**config.mk**
```make
export PLATFORM = sky130hd
export DESIGN_NAME = frankie_mem_arbiter
export DESIGN_NICKNAME = d
export VERILOG_FILES = /design/src/rtl/frankie_mem_arbiter.sv
export SDC_FILE = /design/constraint.sdc
export NUM_CORES = 1
export LEC_CHECK = 0
export BUFFER_PORTS_ARGS = -buffer_cell sky130_fd_sc_hd__buf_2
export CAP_MARGIN = 40
export CORE_ASPECT_RATIO = 1.4
export CORE_MARGIN = 10
export CORE_UTILIZATION = 49
export DETAILED_ROUTE_END_ITERATION = 8
export PLACE_DENSITY = 0.77
export SETUP_SLACK_MARGIN = 0.15
export SLEW_MARGIN = 40
export SYNTH_ARGS = -nofsm -noshare
export SYNTH_HDL_FRONTEND = slang
export SYNTH_SLANG_ARGS = --single-unit
```
**constraint.sdc**
```tcl
create_clock -name CLK -period 1.8 [get_ports CLK]
set_input_delay 0.18 -clock CLK [delete_from_list [all_inputs] [get_ports CLK]]
set_output_delay 0.18 -clock CLK [all_outputs]
set_load 0.02 [all_outputs]
```
**src/rtl/frankie_mem_arbiter.sv**
```systemverilog
// Arbitrates the single-ported main memory between the CPU datapath and the IO/loader port.
// Three-cycle serialised access with a starvation limit that guarantees IO progress.
module frankie_mem_arbiter #(
  parameter int ADDR_W       = 16,
  parameter int DATA_W       = 16,
  parameter int STARVE_LIMIT = 4
) (
  input  logic              CLK,
  input  logic              Reset,
  input  logic              cpu_req,
  input  logic              cpu_we,
  input  logic [ADDR_W-1:0] cpu_addr,
  input  logic [DATA_W-1:0] cpu_wdata,
  output logic [DATA_W-1:0] cpu_rdata,
  output logic              cpu_done,
  input  logic              io_req,
  input  logic              io_we,
  input  logic [ADDR_W-1:0] io_addr,
  input  logic [DATA_W-1:0] io_wdata,
  output logic [DATA_W-1:0] io_rdata,
  output logic              io_done,
  output logic              mem_en,
  output logic              mem_we,
  output logic [ADDR_W-1:0] mem_addr,
  output logic [DATA_W-1:0] mem_wdata,
  input  logic [DATA_W-1:0] mem_rdata,
  output logic              owner
);

  localparam logic [1:0] IDLE   = 2'd0;
  localparam logic [1:0] ACCESS = 2'd1;
  localparam logic [1:0] RESP   = 2'd2;
  localparam logic [3:0] LIMIT  = 4'(STARVE_LIMIT);

  logic [1:0]        state;
  logic [3:0]        starve_cnt;
  logic              rd;
  logic [DATA_W-1:0] cpu_hold;
  logic [DATA_W-1:0] io_hold;
  logic              io_win;
  logic              any_req;

  assign any_req = cpu_req | io_req;
  assign io_win  = io_req & (~cpu_req | (starve_cnt == LIMIT));

  // Read data is forwarded from memory during the done cycle, then held.
  assign cpu_rdata = (cpu_done & rd) ? mem_rdata : cpu_hold;
  assign io_rdata  = (io_done & rd) ? mem_rdata : io_hold;

  always_ff @(posedge CLK or negedge Reset) begin
    if (!Reset) begin
      state      <= IDLE;
      starve_cnt <= 4'd0;
      rd         <= 1'b0;
      cpu_hold   <= '0;
      io_hold    <= '0;
      cpu_done   <= 1'b0;
      io_done    <= 1'b0;
      mem_en     <= 1'b0;
      mem_we     <= 1'b0;
      mem_addr   <= '0;
      mem_wdata  <= '0;
      owner      <= 1'b0;
    end else begin
      cpu_done <= 1'b0;
      io_done  <= 1'b0;
      case (state)
        IDLE: begin
          if (!io_req || io_win)
            starve_cnt <= 4'd0;
          else if (starve_cnt < LIMIT)
            starve_cnt <= starve_cnt + 4'd1;
          if (any_req) begin
            mem_en    <= 1'b1;
            mem_we    <= io_win ? io_we : cpu_we;
            mem_addr  <= io_win ? io_addr : cpu_addr;
            mem_wdata <= io_win ? io_wdata : cpu_wdata;
            rd        <= io_win ? ~io_we : ~cpu_we;
            owner     <= io_win;
            state     <= ACCESS;
          end
        end
        ACCESS: begin
          mem_en   <= 1'b0;
          mem_we   <= 1'b0;
          cpu_done <= ~owner;
          io_done  <= owner;
          state    <= RESP;
        end
        RESP: begin
          if (cpu_done && rd)
            cpu_hold <= mem_rdata;
          if (io_done && rd)
            io_hold <= mem_rdata;
          state <= IDLE;
        end
        default: state <= IDLE;
      endcase
    end
  end

endmodule

```
==> results.sh, run 1 <==
export IMPL_outcome="finished, final reports clean"
export IMPL_period_share=0.965
export IMPL_grt_pass1_wl_mm=17.6
export IMPL_cts_tree="built"
export IMPL_yosysUniqueCellTypes=36
export IMPL_ir_worst_vdd_uv=1090
export IMPL_async_flop_share=1.00
export IMPL_syn_num_nets=429
export IMPL_io_buffers=154
export IMPL_setup_tns_ns=0
export IMPL_clk_insertion_delay_late_ns=0.33
export IMPL_detail_route_antenna_nets=0
export IMPL_synth_cells=341
export IMPL_num_rows=39
export IMPL_drt_iter0_drc=111
export IMPL_hold_viol_final=0
export IMPL_track_usage=0.179
export IMPL_io_pin_count=155
export IMPL_die_area_mm2=0.0123
export IMPL_wire_per_inst_um=19.2
export IMPL_final_common_cell="buf_2"
export IMPL_synth_seq_cells=76
export IMPL_clock_root_buffer="clkbuf_16"
export IMPL_critPathRequiredTime_ns=1.62
export IMPL_pwr_density_cell_mw_per_mm2=1890
export IMPL_ys_seq_area_frac=0.473
export IMPL_synth_edf_count=0
export IMPL_fin_crit_ns=1.74
export IMPL_avgSynthCellArea_um2=11.8
export IMPL_post_route_cells_drive_above_1_share=0.487
export IMPL_final_cell_mix="buf_2 (128), dfrtp_1 (75), mux2_1 (47)"
export IMPL_drtPass1Iterations=4
export IMPL_criticalPathCategory="reg -> out"
export IMPL_via_per_inst=5.58
export IMPL_wl_mm=11.6
export IMPL_slew_headroom=0.690
export IMPL_coreArea_mm2=0.00810
export IMPL_cts_reportedPaths_clkPinSlew_ns=0.06
export IMPL_placed_cells=577
export IMPL_yosys_warnings=0
export IMPL_fin_worst_skew_ns=0.00461
export IMPL_crit_path_max_fanout=8
export IMPL_area_delta_synth_final_pct=40.2
export IMPL_die_w_um=96.5
export IMPL_rsz0062_at_grt="true"
export IMPL_max_freq_mhz=576
export IMPL_grt_overflow_total=0
export IMPL_diodes=0
export IMPL_cap_violations=0
export IMPL_antenna_found_initial=0
export IMPL_grt_pass1_vias=3588
export IMPL_vias=3363
export IMPL_grt_max_degree=45
export IMPL_dp_hpwl_mm=7.97
export IMPL_routabilityCongestion=0.803
export IMPL_yosys_most_used_dff="dfrtp_1"
export IMPL_min_path_type="in -> reg"
export IMPL_clkSinkCount=76
export IMPL_fin_cells=603
export IMPL_clk_path_buf_depth=2
export IMPL_nets=584
export IMPL_worstPathArrival_ns=1.56
export IMPL_worstSetupStartpointType="flip-flop"
export IMPL_total_power_w=0.0106
export IMPL_end_kind="output pin"
export IMPL_p_leak_nw=2.72
export IMPL_worst_pin_slew_ns=0.465
export IMPL_numCtsBuffers=9
export IMPL_slew_viol_final=0
export IMPL_syn_area_mm2=0.00402
export IMPL_initial_core_util=0.496
export IMPL_die_h_um=127
export IMPL_htreeDepth=3
export IMPL_drc=0
export IMPL_setup_viol=0
sequential cells by signal (all words and copies together), names as in the netlist:
signal      cells
rd              1
mem_addr       16
mem_en          1
starve_cnt      4
cpu_hold       16
cpu_done        1
mem_we          1
io_hold        16
state           2
mem_wdata      16
io_done         1
owner           1
report_power, final:
| part | switching (W) | leakage, nW | internal [W] |
|---|---|---|---|
| logic | 0.00300 | 1.62 | 0.00251 |
| registers | 0.000491 | 0.925 | 0.00253 |
| clock network | 0.000665 | 0.173 | 0.00143 |
| total | 0.00416 | 2.72 | 0.00647 |
stage by stage:
step | area, um2 | hold WS, ns | worst slack [ns] | util
detailed placement | 4860 | 0.166 | 0.124 | 0.600
global placement | 4860 | 0.158 | -0.0487 | 0.600
finish | 5630 | 0.0899 | 0.0626 | 0.696
floorplan | 4020 | -0.116 | 0.259 | -
global route | 5630 | 0.101 | 0.00694 | 0.696
CTS | 5440 | 0.0881 | 0.0370 | 0.672
layer usage:
layer / vias to the layer above / track usage / part of all wire
met5: - / 0 / 0
met2: 143 / 0.291 / 0.51
li1: 1571 / - / -
met4: 0 / 0.0566 / 0.0077
met3: 7 / 0.0721 / 0.099
met1: 1642 / 0.208 / 0.38
critical path, cell delays in order (launching register included):
cell and delay, ns:
dfrtp_2 0.46, nand2_4 0.11, buf_12 0.14, mux2_1 0.35, buf_4 0.17
timing repair:
item                                   CTS  global route
resized for setup                       54            28
buffers inserted                         1             4
pin swaps                                0             1
gates cloned                             1             3
hold buffers                             1             0
setup endpoints to repair               65            82
endpoints found under the hold margin   35             0
cell usage after synthesis (all sizes together) (3+ instances only):
cell,count,area [um2]
buf,15,113
nand4,32,200
nand3,35,185
dfrtp,76,1900
inv,36,135
nor2,5,21.3
nand2,3,11.3
and2,3,21.3
mux2,64,721
clkbuf,16,60.1
o221ai,32,449
logic make-up (layout without fill, tap and decap cells):
family / count (synthesis) / in the layout / synth area share
flip-flops: 76 / 76 / 0.473
adder cells (fa/ha/maj): 2 / 2 / 0.00623
AND/OR/NAND/NOR: 87 / 88 / 0.127
buffers and inverters: 67 / 226 / 0.0766
AO/OA/AOI/OAI: 45 / 45 / 0.138
multiplexers: 64 / 64 / 0.179
area by class of cell:
cell class | instances | area [um2]
Sequential cell | 76 | 1900
Timing Repair Buffer | 174 | 1180
Fill cell | 622 | 2470
Clock buffer | 12 | 256
Multi-Input combinational cell | 199 | 1940
Clock inverter | 4 | 95.1
Inverter | 36 | 135
Tap cell | 102 | 128
final timing paths:
kind | startpoint | to | slack (ns) | cells past startpoint
max in group asynchronous | Reset | rd$_DFFE_PN0P_ | 0.83 | 3
hold reg to reg | owner$_DFFE_PN0P_ | cpu_done$_DFF_PN0_ | 0.44 | 1
min in group asynchronous | Reset | mem_wdata[12]$_DFFE_PN0P_ | 0.36 | 2
setup / recovery | rd$_DFFE_PN0P_ | cpu_rdata[6] | 0.06 | 4
hold / removal | cpu_wdata[0] | mem_wdata[0]$_DFFE_PN0P_ | 0.09 | 3
setup reg to reg | starve_cnt[1]$_DFFE_PN0P_ | mem_we$_DFFE_PN0P_ | 0.22 | 6
Note: power is estimated with default switching activity, not from simulation.
==> run 2, diff against run 1 <==
--- a/config.mk
+++ b/config.mk
@@ -12,6 +12,7 @@
 export CORE_UTILIZATION = 49
 export DETAILED_ROUTE_END_ITERATION = 8
 export PLACE_DENSITY = 0.77
+export RECOVER_POWER = 25
 export SETUP_SLACK_MARGIN = 0.15
 export SLEW_MARGIN = 40
 export SYNTH_ARGS = -nofsm -noshare
==> results.sh, run 2 (synthesis gave the netlist of run 1 again) <==
export IMPL_drt_iter0_drc=118
export IMPL_fin_area_mm2=0.00562
export IMPL_grt_pass1_vias=3588
export IMPL_dp_slack_ns=0.124
export IMPL_multi_input_area_mm2=0.00193
export IMPL_path_cells="nand2_4, buf_12, mux2_1, buf_4"
export IMPL_criticalPathCategory="reg -> out"
export IMPL_clk_path_buf_depth=2
export IMPL_ir_worst_vdd_uv=1090
export IMPL_fin_cells=603
export IMPL_post_route_cells_drive_above_1_share=0.481
export IMPL_antenna_found_initial=0
export IMPL_crit_path_max_fanout=8
export IMPL_crit_buf_inv=2
export IMPL_detail_route_antenna_nets=0
export IMPL_clk_insertion_delay_late_ns=0.33
export IMPL_die_w_um=96.5
export IMPL_cap_violations=0
export IMPL_setup_ws_ns=0.0620
export IMPL_p_leak_nw=2.71
export IMPL_cts_reportedPaths_clkPinSlew_ns=0.06
export IMPL_die_h_um=127
export IMPL_hold_slack_ns=0.0938
export IMPL_hold_viol_final=0
export IMPL_wire_per_inst_um=19.3
export IMPL_crit_slowest_cell="dfrtp_2"
export IMPL_io_pin_count=155
export IMPL_io_buffers=154
export IMPL_track_usage=0.179
export IMPL_fin_worst_skew_ns=0.00456
export IMPL_ff_latch_area_mm2=0.00190
export IMPL_slew_headroom=0.398
export IMPL_drc=0
export IMPL_clkSinkCount=76
export IMPL_placed_cells=577
export IMPL_via_per_inst=5.62
export IMPL_cpPeakStageDelay_ns=0.46
export IMPL_vias=3391
export IMPL_drtPass1Iterations=4
export IMPL_critPathRequiredTime_ns=1.62
export IMPL_htreeDepth=3
export IMPL_max_freq_mhz=575
export IMPL_wl_mm=11.6
export IMPL_nFillCells=624
export IMPL_grt_max_degree=45
export IMPL_diodes=0
export IMPL_slew_viol_final=0
export IMPL_rsz0062_at_grt="true"
export IMPL_nets=584
export IMPL_min_path_type="in -> reg"
export IMPL_period_share=0.966
export IMPL_dpl_cell_area_mm2=0.00486
export IMPL_grt_pass1_wl_mm=17.6
export IMPL_area_delta_synth_final_pct=39.9
export IMPL_dp_hpwl_mm=7.97
export IMPL_worst_pin_slew_ns=0.903
export IMPL_initial_core_util=0.496
export IMPL_worstPathArrival_ns=1.56
export IMPL_die_area_mm2=0.0123
export IMPL_end_kind="output pin"
export IMPL_final_cell_mix="buf_2 (126), dfrtp_1 (75), mux2_1 (47)"
export IMPL_routabilityCongestion=0.803
export IMPL_grt_overflow_total=0
export IMPL_cts_tree="built"
export IMPL_crit_family="flip-flops"
export IMPL_numCtsBuffers=9
export IMPL_setup_viol=0
export IMPL_clock_root_buffer="clkbuf_16"
export IMPL_reg2reg_slack_ns=0.21
export IMPL_num_rows=39
export IMPL_coreArea_mm2=0.00810
export IMPL_worstSetupStartpointType="flip-flop"
export IMPL_pwr_density_cell_mw_per_mm2=1890
export IMPL_outcome="finished, final reports clean"
export IMPL_fin_crit_ns=1.74
export IMPL_final_common_cell="buf_2"
[run 2: cell types whose count changed in the layout (fill, tap and decap cells not counted), sizes merged]
cell / delta
clkbuf: +3
buf: -3
[run 2: per-stage QoR]
| step | utilization | TNS [ns] | total power [W] |
|---|---|---|---|
| final | 0.694 | 0 | 0.0106 |
| after global routing | 0.694 | 0 | 0.0112 |
| after global placement | 0.600 | -0.265 | 0.00762 |
| after CTS | 0.672 | 0 | 0.0104 |
| after floorplan | - | 0 | 0.00628 |
| after detailed placement | 0.600 | 0 | 0.00776 |
[run 2: area by class of cell]
| class | instances | share of cell area |
|---|---|---|
| Clock inverter | 4 | 0.0169 |
| Timing Repair Buffer | 174 | 0.209 |
| Clock buffer | 12 | 0.0456 |
| Tap cell | 102 | 0.0227 |
| Sequential cell | 76 | 0.339 |
| Multi-Input combinational cell | 199 | 0.344 |
| Inverter | 36 | 0.0240 |
[run 2: tightest hold or removal path: stages]
cell      delay, ns
buf_2          0.07
nand4_1        0.06
o221ai_1       0.07
[run 2: layer usage]
metal,part of all wire,track usage,up-vias
li1,-,-,1572
met1,0.38,0.208,1648
met2,0.51,0.291,158
met3,0.099,0.0721,13
met4,0.011,0.0566,0
met5,0,0,-
[run 2: power breakdown]
group	total (W)	switching (W)	internal [W]
Sequential	0.00301	0.000481	0.00253
Combinational	0.00550	0.00300	0.00250
Clock	0.00209	0.000664	0.00143
Total	0.0106	0.00415	0.00645
[run 2: what timing repair did]
item                       CTS  global route
setup buffers                1             4
cloned                       1             3
hold endpoints to repair    35             0
pin swaps                    0             1
hold buffers                 1             0
setup endpoints to repair   65            82
resized for setup           54            28
[run 2: final timing paths]
check | cells after the start | end | startpoint
setup reg to reg | 6 | mem_we$_DFFE_PN0P_ | starve_cnt[1]$_DFFE_PN0P_
hold / removal | 3 | mem_wdata[0]$_DFFE_PN0P_ | cpu_wdata[0]
hold reg to reg | 1 | cpu_done$_DFF_PN0_ | owner$_DFFE_PN0P_
max in group asynchronous | 3 | rd$_DFFE_PN0P_ | Reset
min in group asynchronous | 2 | mem_wdata[12]$_DFFE_PN0P_ | Reset
setup / recovery | 4 | cpu_rdata[6] | rd$_DFFE_PN0P_
==> run 3, diff against run 2 <==
--- a/config.mk
+++ b/config.mk
@@ -14,7 +14,7 @@
 export PLACE_DENSITY = 0.77
 export RECOVER_POWER = 25
 export SETUP_SLACK_MARGIN = 0.15
-export SLEW_MARGIN = 40
+export SLEW_MARGIN = 20
 export SYNTH_ARGS = -nofsm -noshare
 export SYNTH_HDL_FRONTEND = slang
 export SYNTH_SLANG_ARGS = --single-unit
==> constraint.sdc (replaced) <==
create_clock -name CLK -period 1.8 [get_ports CLK]
set_input_delay 0.18 -clock CLK [delete_from_list [all_inputs] [get_ports CLK]]
set_output_delay 0.18 -clock CLK [all_outputs]
set_load 0.005 [all_outputs]
==> results.sh, run 3 (synthesis gave the netlist of run 1 again) <==
export IMPL_power_switching_w=0.00330
export IMPL_criticalPathCategory="reg -> out"
export IMPL_hold_viol_final=0
export IMPL_worst_pin_slew_ns=0.912
export IMPL_post_route_cells_drive_above_1_share=0.491
export IMPL_die_area_mm2=0.0123
export IMPL_grt_max_degree=47
export IMPL_final_common_cell="buf_2"
export IMPL_period_share=0.944
export IMPL_dp_hpwl_mm=8.16
export IMPL_initial_core_util=0.496
export IMPL_drt_iter0_drc=141
export IMPL_io_buffers=154
export IMPL_grt_pass1_wl_mm=18.4
export IMPL_rsz0062_at_grt="true"
export IMPL_clkSinkCount=76
export IMPL_worstSetupStartpointType="flip-flop"
export IMPL_wl_mm=12.1
export IMPL_vias=3415
export IMPL_routabilityCongestion=0.801
export IMPL_seqPwrFrac=0.316
export IMPL_setup_ws_ns=0.100
export IMPL_grt_overflow_total=0
export IMPL_clock_power_share=0.176
export IMPL_ir_worst_vdd_uv=937
export IMPL_dpl_cell_area_mm2=0.00487
export IMPL_drc=0
export IMPL_diodes=0
export IMPL_worstPathArrival_ns=1.52
export IMPL_coreArea_mm2=0.00810
export IMPL_clock_root_buffer="clkbuf_16"
export IMPL_cap_violations=0
export IMPL_grt_pass1_vias=3695
export IMPL_hold_slack_ns=0.102
export IMPL_clk_insertion_delay_late_ns=0.33
export IMPL_io_pin_count=155
export IMPL_placed_cells=576
export IMPL_num_rows=39
export IMPL_die_h_um=127
export IMPL_min_path_type="in -> reg"
export IMPL_numCtsBuffers=9
export IMPL_area_delta_synth_final_pct=41.9
export IMPL_drtPass1Iterations=4
export IMPL_nets=584
export IMPL_path_cells="nand2_4, clkbuf_16, mux2_4, buf_6"
export IMPL_dp_slack_ns=0.0601
export IMPL_outcome="finished, final reports clean"
export IMPL_antenna_found_initial=0
export IMPL_multi_input_area_mm2=0.00198
export IMPL_slew_headroom=0.392
export IMPL_crit_family="flip-flops"
export IMPL_final_cell_mix="buf_2 (110), dfrtp_1 (74), inv_1 (36)"
export IMPL_clk_path_buf_depth=2
export IMPL_p_int_w=0.00631
export IMPL_detail_route_antenna_nets=0
export IMPL_fin_area_mm2=0.00570
export IMPL_p_leak_nw=2.76
export IMPL_crit_slowest_cell="dfrtp_2"
export IMPL_cpPeakStageDelay_ns=0.46
export IMPL_track_usage=0.188
export IMPL_crit_buf_inv=2
export IMPL_end_kind="output pin"
export IMPL_cts_reportedPaths_clkPinSlew_ns=0.05
export IMPL_fin_crit_ns=1.70
export IMPL_cts_tree="built"
export IMPL_combinationalPowerShare=0.508
export IMPL_swShare=0.343
export IMPL_pwr_density_cell_mw_per_mm2=1690
export IMPL_ff_latch_area_mm2=0.00190
export IMPL_max_freq_mhz=588
export IMPL_fin_worst_skew_ns=0.00447
export IMPL_crit_path_max_fanout=8
export IMPL_via_per_inst=5.66
export IMPL_nFillCells=611
export IMPL_htreeDepth=3
export IMPL_slew_viol_final=0
export IMPL_wire_per_inst_um=20.1
export IMPL_fin_cells=603
export IMPL_setup_viol=0
export IMPL_die_w_um=96.5
export IMPL_critPathRequiredTime_ns=1.62
-- run 3: changes by cell type in the layout (fill, tap and decap cells not counted), sizes merged --
cell / before / now
and2: 4 / 3
buf: 168 / 159
clkbuf: 17 / 30
bufinv: 3 / 0
-- run 3: cell type report --
type                       instances  area share
clock buffer                      15      0.0487
clock inverter                     1    0.000878
inverter                          36      0.0237
multi-input combinational        198       0.347
sequential                        76       0.334
tap                              102      0.0224
timing repair buffer             175       0.223
-- run 3: stage by stage --
stage	setup TNS, ns	total power [W]	utilization
after detailed placement	0	0.00681	0.601
after global placement	-0.315	0.00664	0.598
after CTS	0	0.00887	0.658
after global routing	0	0.0102	0.704
after floorplan	0	0.00533	-
final	0	0.00961	0.704
-- run 3: worst paths after layout --
kind	startpoint	endpoint	slack, ns	depth (start not counted)
max in group asynchronous	Reset	cpu_done$_DFF_PN0_	0.51	3
setup / recovery	rd$_DFFE_PN0P_	cpu_rdata[9]	0.10	4
hold / removal	cpu_wdata[15]	mem_wdata[15]$_DFFE_PN0P_	0.10	3
min in group asynchronous	Reset	mem_wdata[11]$_DFFE_PN0P_	0.53	2
setup reg to reg	starve_cnt[0]$_DFFE_PN0P_	mem_we$_DFFE_PN0P_	0.22	6
hold reg to reg	owner$_DFFE_PN0P_	cpu_done$_DFF_PN0_	0.44	1
-- run 3: power by group through the flow --
| stage | clock network [W] | logic [W] | registers, W |
|---|---|---|---|
| 2_1_floorplan | 0 | 0.00240 | 0.00293 |
| 3_3_place_gp | 0 | 0.00370 | 0.00295 |
| 3_5_place_dp | 0 | 0.00382 | 0.00300 |
| 4_1_cts | 0.00172 | 0.00416 | 0.00299 |
| 5_1_grt | 0.00179 | 0.00530 | 0.00315 |
| 6_report | 0.00169 | 0.00488 | 0.00304 |
-- run 3: worst min-delay path: cells and delay by family --
kind	cells	cell delay, ns
AO/OA/AOI/OAI	1	0.07
AND/OR/NAND/NOR	1	0.06
buffers and inverters	1	0.07
-- run 3: layer usage --
metal	GRT usage	up-vias	wire length (um)
li1	-	1574	-
met1	0.214	1674	4450
met2	0.310	148	6280
met3	0.0651	19	1100
met4	0.0738	0	282
met5	0	-	0
-- run 3: timing repair --
action / CTS / global route
hold buffers: 1 / 0
pin swaps: 0 / 3
buffers inserted: 1 / 6
gates cloned: 1 / 2
resized for setup: 30 / 54
endpoints found under the hold margin: 35 / 0
setup endpoints to repair: 83 / 41
